File: config.mk
export PLATFORM = sky130hd
export DESIGN_NAME = face_overlay_writer_flat
export DESIGN_NICKNAME = d
export VERILOG_FILES = /design/src/rtl/face_overlay_writer_pkg.sv /design/src/rtl/face_overlay_writer_if.sv /design/src/rtl/face_overlay_writer_skid_fifo.sv /design/src/rtl/face_overlay_writer.sv /design/src/flat_wrapper.sv
export SDC_FILE = /design/constraint.sdc
export NUM_CORES = 2
export LEC_CHECK = 0
export CAP_MARGIN = 20
export CORE_MARGIN = 8
export CORE_UTILIZATION = 30
export CTS_CLUSTER_SIZE = 14
export DETAILED_ROUTE_END_ITERATION = 10
export HOLD_SLACK_MARGIN = 0.08
export SETUP_SLACK_MARGIN = 0.4
export SLEW_MARGIN = 20
export SYNTH_ARGS = -nofsm -noshare
export SYNTH_HDL_FRONTEND = slang
export SYNTH_SLANG_ARGS = --single-unit
File: constraint.sdc
create_clock -name clk -period 5.87 [get_ports clk]
set_clock_uncertainty 0.1 [all_clocks]
set_input_delay 1.174 -clock clk [delete_from_list [all_inputs] [get_ports clk]]
set_output_delay 1.174 -clock clk [all_outputs]
set_load 0.01 [all_outputs]
File: src/rtl/face_overlay_writer_pkg.sv
// Shared constants and FSM state type for the face overlay writer.
package face_pkg;
    localparam int          NUM_CORES = 36;
    localparam int          ADDR_W    = 17;
    localparam int          DEPTH     = 100000;
    localparam int          PIX_W     = 32;
    localparam int unsigned FACE_VAL  = 255;

    typedef enum logic [1:0] {IDLE, RUN, DONE} state_t;
endpackage

File: src/rtl/face_overlay_writer_if.sv
// Memory-read and output-stream bundles of the face overlay writer.
interface face_overlay_mem_if
    import face_pkg::*;
();
    logic              mask_rd_en;
    logic [ADDR_W-1:0] mask_addr;
    logic              mask_bit;
    logic              pix_rd_en;
    logic [ADDR_W-1:0] pix_addr;
    logic [PIX_W-1:0]  pix_data;

    modport master (output mask_rd_en, mask_addr, pix_rd_en, pix_addr,
                    input  mask_bit, pix_data);
    modport slave  (input  mask_rd_en, mask_addr, pix_rd_en, pix_addr,
                    output mask_bit, pix_data);
endinterface

interface face_overlay_stream_if
    import face_pkg::*;
();
    logic             out_valid;
    logic             out_ready;
    logic [PIX_W-1:0] out_pixel;
    logic             out_last;

    modport master (output out_valid, out_pixel, out_last, input out_ready);
    modport slave  (input  out_valid, out_pixel, out_last, output out_ready);
endinterface

File: src/rtl/face_overlay_writer_skid_fifo.sv
// Two-entry FIFO between the memory read return and the output stream.
module overlay_skid_fifo #(
    parameter int W = 32
) (
    input  logic         clk,
    input  logic         reset,
    input  logic         push,
    input  logic [W-1:0] din,
    input  logic         pop,
    output logic         valid,
    output logic [W-1:0] dout,
    output logic [1:0]   occ
);
    logic [W-1:0] mem_q [2];
    logic         wr_idx;
    logic         rd_idx;
    logic [1:0]   count;

    always_ff @(posedge clk or posedge reset) begin
        if (reset) begin
            wr_idx <= 1'b0;
            rd_idx <= 1'b0;
            count  <= 2'd0;
        end else begin
            if (push) wr_idx <= ~wr_idx;
            if (pop)  rd_idx <= ~rd_idx;
            count <= count + {1'b0, push} - {1'b0, pop};
        end
    end

    always_ff @(posedge clk) begin
        if (push) mem_q[wr_idx] <= din;
    end

    // Head is forced to zero when empty so stale data never reaches the port.
    assign valid = (count != 2'd0);
    assign dout  = valid ? mem_q[rd_idx] : '0;
    assign occ   = count;
endmodule

File: src/rtl/face_overlay_writer.sv
// Waits for all cores, then streams the image with mask-marked pixels overwritten by FACE_VAL.
module face_overlay_writer
    import face_pkg::*;
#(
    parameter int MAX_PIX = DEPTH
) (
    input  logic                  clk,
    input  logic                  reset,
    input  logic [NUM_CORES-1:0]  core_done,
    input  logic [31:0]           size,
    face_overlay_mem_if.master    mem_bus,
    face_overlay_stream_if.master out_bus,
    output logic                  busy,
    output logic                  frame_done,
    output logic                  size_err
);
    localparam int CNT_W = ADDR_W + 1;

    state_t               state, state_nxt;
    logic [NUM_CORES-1:0] done_seen;
    logic                 all_done;
    logic [63:0]          area;
    logic [CNT_W-1:0]     total, rd_ptr, sent;
    logic                 rd_vld_p1;
    logic                 rd_issue, pop, last_beat, fifo_valid;
    logic [1:0]           occ;
    logic [2:0]           in_flight;
    logic [PIX_W-1:0]     entry_p1;

    assign all_done  = &(done_seen | core_done);
    assign area      = 64'(size) * 64'(size);
    assign pop       = fifo_valid & out_bus.out_ready;
    assign last_beat = pop && (sent == total - CNT_W'(1));

    // Credit includes this cycle's pop so a full pipe keeps one beat per cycle.
    assign in_flight = 3'(occ) + 3'(rd_vld_p1) - 3'(pop);
    assign rd_issue  = (state == RUN) && (rd_ptr < total) && (in_flight < 3'd2);

    assign mem_bus.mask_rd_en = rd_issue;
    assign mem_bus.pix_rd_en  = rd_issue;
    assign mem_bus.mask_addr  = rd_issue ? rd_ptr[ADDR_W-1:0] : '0;
    assign mem_bus.pix_addr   = rd_issue ? rd_ptr[ADDR_W-1:0] : '0;

    // Stage p1: read data returned one cycle after the strobe.
    assign entry_p1 = mem_bus.mask_bit ? PIX_W'(FACE_VAL) : mem_bus.pix_data;

    overlay_skid_fifo #(.W(PIX_W)) u_fifo (
        .clk   (clk),
        .reset (reset),
        .push  (rd_vld_p1),
        .din   (entry_p1),
        .pop   (pop),
        .valid (fifo_valid),
        .dout  (out_bus.out_pixel),
        .occ   (occ)
    );

    assign out_bus.out_valid = fifo_valid;
    assign out_bus.out_last  = fifo_valid && (sent == total - CNT_W'(1));
    assign busy              = (state != IDLE);
    assign frame_done        = (state == DONE);

    always_ff @(posedge clk or posedge reset) begin
        if (reset) state <= IDLE;
        else       state <= state_nxt;
    end

    always_comb begin
        state_nxt = state;
        case (state)
            IDLE: if (all_done) state_nxt = (area == 64'd0) ? DONE : RUN;
            RUN:  if (last_beat) state_nxt = DONE;
            DONE: state_nxt = IDLE;
            default: state_nxt = IDLE;
        endcase
    end

    always_ff @(posedge clk or posedge reset) begin
        if (reset) begin
            done_seen <= '0;
            total     <= '0;
            rd_ptr    <= '0;
            sent      <= '0;
            rd_vld_p1 <= 1'b0;
            size_err  <= 1'b0;
        end else begin
            rd_vld_p1 <= rd_issue;
            if (state == IDLE && all_done) begin
                done_seen <= '0;
                rd_ptr    <= '0;
                sent      <= '0;
                if (area > 64'(MAX_PIX)) begin
                    total    <= CNT_W'(MAX_PIX);
                    size_err <= 1'b1;
                end else begin
                    total <= CNT_W'(area);
                end
            end else begin
                done_seen <= done_seen | core_done;
                if (rd_issue) rd_ptr <= rd_ptr + CNT_W'(1);
                if (pop)      sent   <= sent + CNT_W'(1);
            end
        end
    end
endmodule

File: src/flat_wrapper.sv
// flat-port wrapper written by rule: the top's interface ports become plain ports
module face_overlay_writer_flat import face_pkg::*;
#(
    parameter int MAX_PIX = DEPTH
)
  (clk, reset, core_done, size, busy, frame_done, size_err, mem_bus_mask_rd_en, mem_bus_mask_addr, mem_bus_pix_rd_en, mem_bus_pix_addr, mem_bus_mask_bit, mem_bus_pix_data, out_bus_out_valid, out_bus_out_pixel, out_bus_out_last, out_bus_out_ready);
  face_overlay_mem_if mem_bus_i ();
  face_overlay_stream_if out_bus_i ();
  input  logic clk;
  input  logic reset;
  input  logic [NUM_CORES-1:0] core_done;
  input  logic [31:0] size;
  output logic busy;
  output logic frame_done;
  output logic size_err;
  output wire logic [$bits(mem_bus_i.mask_rd_en)-1:0] mem_bus_mask_rd_en;
  output wire logic [$bits(mem_bus_i.mask_addr)-1:0] mem_bus_mask_addr;
  output wire logic [$bits(mem_bus_i.pix_rd_en)-1:0] mem_bus_pix_rd_en;
  output wire logic [$bits(mem_bus_i.pix_addr)-1:0] mem_bus_pix_addr;
  input wire logic [$bits(mem_bus_i.mask_bit)-1:0] mem_bus_mask_bit;
  input wire logic [$bits(mem_bus_i.pix_data)-1:0] mem_bus_pix_data;
  output wire logic [$bits(out_bus_i.out_valid)-1:0] out_bus_out_valid;
  output wire logic [$bits(out_bus_i.out_pixel)-1:0] out_bus_out_pixel;
  output wire logic [$bits(out_bus_i.out_last)-1:0] out_bus_out_last;
  input wire logic [$bits(out_bus_i.out_ready)-1:0] out_bus_out_ready;
  assign mem_bus_mask_rd_en = mem_bus_i.mask_rd_en;
  assign mem_bus_mask_addr = mem_bus_i.mask_addr;
  assign mem_bus_pix_rd_en = mem_bus_i.pix_rd_en;
  assign mem_bus_pix_addr = mem_bus_i.pix_addr;
  assign mem_bus_i.mask_bit = mem_bus_mask_bit;
  assign mem_bus_i.pix_data = mem_bus_pix_data;
  assign out_bus_out_valid = out_bus_i.out_valid;
  assign out_bus_out_pixel = out_bus_i.out_pixel;
  assign out_bus_out_last = out_bus_i.out_last;
  assign out_bus_i.out_ready = out_bus_out_ready;
  face_overlay_writer #(.MAX_PIX(MAX_PIX)) u_core (.clk(clk), .reset(reset), .core_done(core_done), .size(size), .mem_bus(mem_bus_i), .out_bus(out_bus_i), .busy(busy), .frame_done(frame_done), .size_err(size_err));
endmodule
==> impl_metrics.env <==
export IMPL_hold_path_class="register to register"
export IMPL_routabilityCongestion=0.893
export IMPL_ys_types=92
export IMPL_mappedNetlistNets=5069
export IMPL_synth_area_sq_um=37300
export IMPL_worst_r2r_endpoint="u_core.rd_ptr[15]$_DFFE_PP0P_"
export IMPL_slew_headroom_pct=30.7
export IMPL_post_route_worst_setup_slack_ps=-3030
export IMPL_cell_count_of_the_worst_reg_to_reg_path=19
export IMPL_clock_sinks=161
export IMPL_drive_gt1_share_pct=25.1
export IMPL_max_stage_delay_ps=590
export IMPL_reg2reg_slack_ps=2010
export IMPL_synth_edf_count=64
export IMPL_detail_route_wl_per_cell_um=17.8
export IMPL_post_synthesis_async_set_or_reset_flop_share_pct=60.2
export IMPL_synth_sequential_area_ratio_pct=11.7
export IMPL_grt_pass1_wl_um=177000
export IMPL_cp_common_cell="sky130_fd_sc_hd__fa_2"
export IMPL_cts_tree="yes"
export IMPL_synth_flop_cell="sky130_fd_sc_hd__dfrtp_1"
export IMPL_syn_inst=3863
export IMPL_core_rowCount=129
export IMPL_setup_worst_path_end_class="register"
export IMPL_critPathLaunch="size[25]"
export IMPL_crit_end="u_core.total[10]$_DFFE_PP0P_"
export IMPL_timing_final_crit_period_ps=8900
export IMPL_numCtsBuffers=17
export IMPL_vias_in_the_first_global_route=32200
export IMPL_floorplan_die_area_sq_um=136000
export IMPL_reg2reg_from="u_core.u_fifo.occ[1]$_DFF_PP0_"
export IMPL_initialDrtViolationCount=1634
export IMPL_max_freq_mhz=112
export IMPL_drt_vias_per_instance=4.68
export IMPL_insertion_delay_of_the_later_clocked_pin_in_the_worst_skew_pair_ps=430
export IMPL_placedCellCount=6134
export IMPL_first_pass_iters=6
export IMPL_grt_ovfl_total=0
export IMPL_hpwl_um=86600
export IMPL_min_period_over_period_pct=152
export IMPL_antenna_found_initial=1
export IMPL_route_antenna_remaining_nets=0
export IMPL_fillCellCount=12100
export IMPL_floorplan_die_width_um=369
export IMPL_number_of_port_buffers=176
export IMPL_io_pins=177
export IMPL_grt_usage_pct=16.2
export IMPL_mean_instance_size_in_the_synthesized_netlist_sq_um=9.65
export IMPL_cp_data_arrival_time_ps=9090
export IMPL_clk_pin_slew_ps=70
export IMPL_yosysWarnings=0
export IMPL_dieHeight_um=369
export IMPL_vias=29400
export IMPL_root_buffer="sky130_fd_sc_hd__clkbuf_16"
export IMPL_totalWireLength_um=111000
export IMPL_post_cts_hold_buffer_count=0
export IMPL_yosys_register_bits=161
export IMPL_timing_worst_setup_path_type="input port to register"
export IMPL_setup_total_negative_slack_ps=-56940
export IMPL_timing_worst_slew_pin_value_ps=1040
export IMPL_crit_fanout=7
export IMPL_area_growth_pct=31.6
export IMPL_grt_max_degree=77
export IMPL_setup_viol_count_final=19
export IMPL_rsz0062_at_grt="yes"
export IMPL_floorplan_initialDensity_pct=30.2
export IMPL_stdcell_count=6269
export IMPL_post_route_drc_count=0
export IMPL_failed_checks="negative setup slack"
export IMPL_worstPathRequired_ps=6060
export IMPL_timing_critical_path_from_type="input port"
export IMPL_status="finished, violations left"
export IMPL_number_of_pins_exceeding_their_max_slew_limit_in_the_final_report=0
export IMPL_core_area_sq_um=123000
export IMPL_cts_root_to_sink_buffers=2
export IMPL_timing_final_hold_violations=0
export IMPL_final_nets=5823
export IMPL_critical_path_slowest_cell="sky130_fd_sc_hd__fa_2"
export IMPL_max_cap_viol_count=0
export IMPL_clock_tree_htree_level_count=4
-- layout make-up --
class | count | area (sq um) | area share (%)
Clock inverter | 12 | 110 | 0.224
Tap cell | 1637 | 2050 | 4.17
Multi-Input combinational cell | 2717 | 30500 | 62.2
Inverter | 802 | 3020 | 6.15
Antenna cell | 2 | 5.00 | 0.0102
Clock buffer | 20 | 450 | 0.918
Timing Repair Buffer | 918 | 8570 | 17.5
Sequential cell | 161 | 4350 | 8.86
-- how the worst min path moves through the flow --
stage                                           from                               end  slack (ps)  cells after the start
floorplan           u_core.u_fifo.wr_idx$_DFFE_PP0P_  u_core.u_fifo.wr_idx$_DFFE_PP0P_         350                      1
finish                   u_core.size_err$_DFFE_PP0P_       u_core.size_err$_DFFE_PP0P_         390                      1
detailed placement     u_core.done_seen[4]$_DFF_PP0_     u_core.done_seen[4]$_DFF_PP0_         390                      2
global placement       u_core.done_seen[7]$_DFF_PP0_     u_core.done_seen[7]$_DFF_PP0_         380                      2
global route             u_core.size_err$_DFFE_PP0P_       u_core.size_err$_DFFE_PP0P_         420                      1
CTS                    u_core.done_seen[1]$_DFF_PP0_     u_core.done_seen[1]$_DFF_PP0_         410                      2
-- worst max-delay path: cells and delay by family --
kind / cells / cell delay [ps]
AOI/OAI and AO/OA: 5 / 910
adders and majority gates: 9 / 4230
buffers and inverters: 10 / 1270
and+or+nand+nor: 7 / 1490
-- layer usage --
metal | wire [um] | share of wire, % | GRT usage (%)
met5 | 0 | 0 | 0
met4 | 2270 | 2.0 | 2.98
met3 | 5990 | 5.4 | 1.62
met2 | 54700 | 49 | 28.2
met1 | 48500 | 44 | 22.1
-- cell usage after synthesis (all sizes together) (22+ instances only) --
cell type / count / share of area [%]
a21o: 28 / 0.56
a21oi: 116 / 1.6
and2: 212 / 3.6
buf: 48 / 0.83
clkbuf: 136 / 1.4
dfrtp: 97 / 6.5
edfxtp: 64 / 5.2
fa: 818 / 44
ha: 284 / 9.5
inv: 802 / 8.1
mux2i: 40 / 1.1
nand2: 419 / 4.2
nand3: 22 / 0.30
nand4: 48 / 0.81
nor2: 220 / 2.2
nor2b: 36 / 0.60
nor3: 30 / 0.46
nor4: 28 / 0.54
o21ai: 70 / 0.96
xnor2: 46 / 1.1
xor2: 56 / 1.3
-- per-stage QoR --
| step | hold WS (ps) | util [%] | cell area, sq um | setup slack [ps] |
|---|---|---|---|---|
| after floorplan | 354 | - | 37700 | -3170 |
| after global placement | 385 | 37.1 | 45700 | -4070 |
| after detailed placement | 394 | 37.1 | 45700 | -4150 |
| after CTS | 409 | 38.9 | 48100 | -3040 |
| after global routing | 422 | 39.8 | 49100 | -3280 |
| final | 393 | 39.8 | 49100 | -3030 |
-- sequential cells by signal, indices dropped and copies added (netlist names) --
| signal | count |
|---|---|
| u_core.u_fifo.wr_idx | 1 |
| u_core.u_fifo.rd_idx | 1 |
| u_core.done_seen | 36 |
| u_core.sent | 18 |
| u_core.rd_vld_p1 | 1 |
| u_core.total | 17 |
| u_core.rd_ptr | 18 |
| u_core.size_err | 1 |
| u_core.u_fifo.occ | 2 |
| u_core.u_fifo.mem_q | 64 |
| u_core.state | 2 |
-- layout by cell type, fill, tap and decap left out, types with 34 or more instances in the layout --
master / n
sky130_fd_sc_hd__inv_1: 788
sky130_fd_sc_hd__fa_1: 750
sky130_fd_sc_hd__buf_4: 651
sky130_fd_sc_hd__nand2_1: 383
sky130_fd_sc_hd__ha_1: 245
sky130_fd_sc_hd__nor2_1: 211
sky130_fd_sc_hd__and2_1: 187
sky130_fd_sc_hd__clkdlybuf4s50_1: 107
sky130_fd_sc_hd__dfrtp_1: 96
sky130_fd_sc_hd__a21oi_1: 87
sky130_fd_sc_hd__fa_2: 68
sky130_fd_sc_hd__edfxtp_1: 64
sky130_fd_sc_hd__xor2_1: 55
sky130_fd_sc_hd__buf_12: 55
sky130_fd_sc_hd__nand4_1: 48
sky130_fd_sc_hd__xnor2_1: 46
sky130_fd_sc_hd__o21ai_0: 40
sky130_fd_sc_hd__mux2i_1: 39
sky130_fd_sc_hd__ha_4: 37
sky130_fd_sc_hd__nor2b_1: 35
sky130_fd_sc_hd__clkbuf_2: 34
-- cell families (layout without fill, tap and decap cells) --
logic type / Yosys count / after routing / synth area share (%)
AO/OA/AOI/OAI: 366 / 366 / 6.63
buffers and inverters: 986 / 1752 / 10.3
multiplexers: 47 / 47 / 1.28
flip-flops: 161 / 161 / 11.7
other: 0 / 2 / 0
AND/OR/NAND/NOR: 1099 / 1100 / 14.3
XOR/XNOR: 102 / 102 / 2.40
adder cells (fa/ha/maj): 1102 / 1102 / 53.4
-- repair_timing --
item / 4_1_cts / 5_1_grt
gates cloned: 28 / 5
buffers inserted: 52 / 16
endpoints found under the setup margin: 55 / 51
pin swaps: 106 / 140
gates resized for setup: 347 / 283
Power is not shown: default switching activity piles up to over one toggle a cycle in this logic, so the estimate is an artifact.
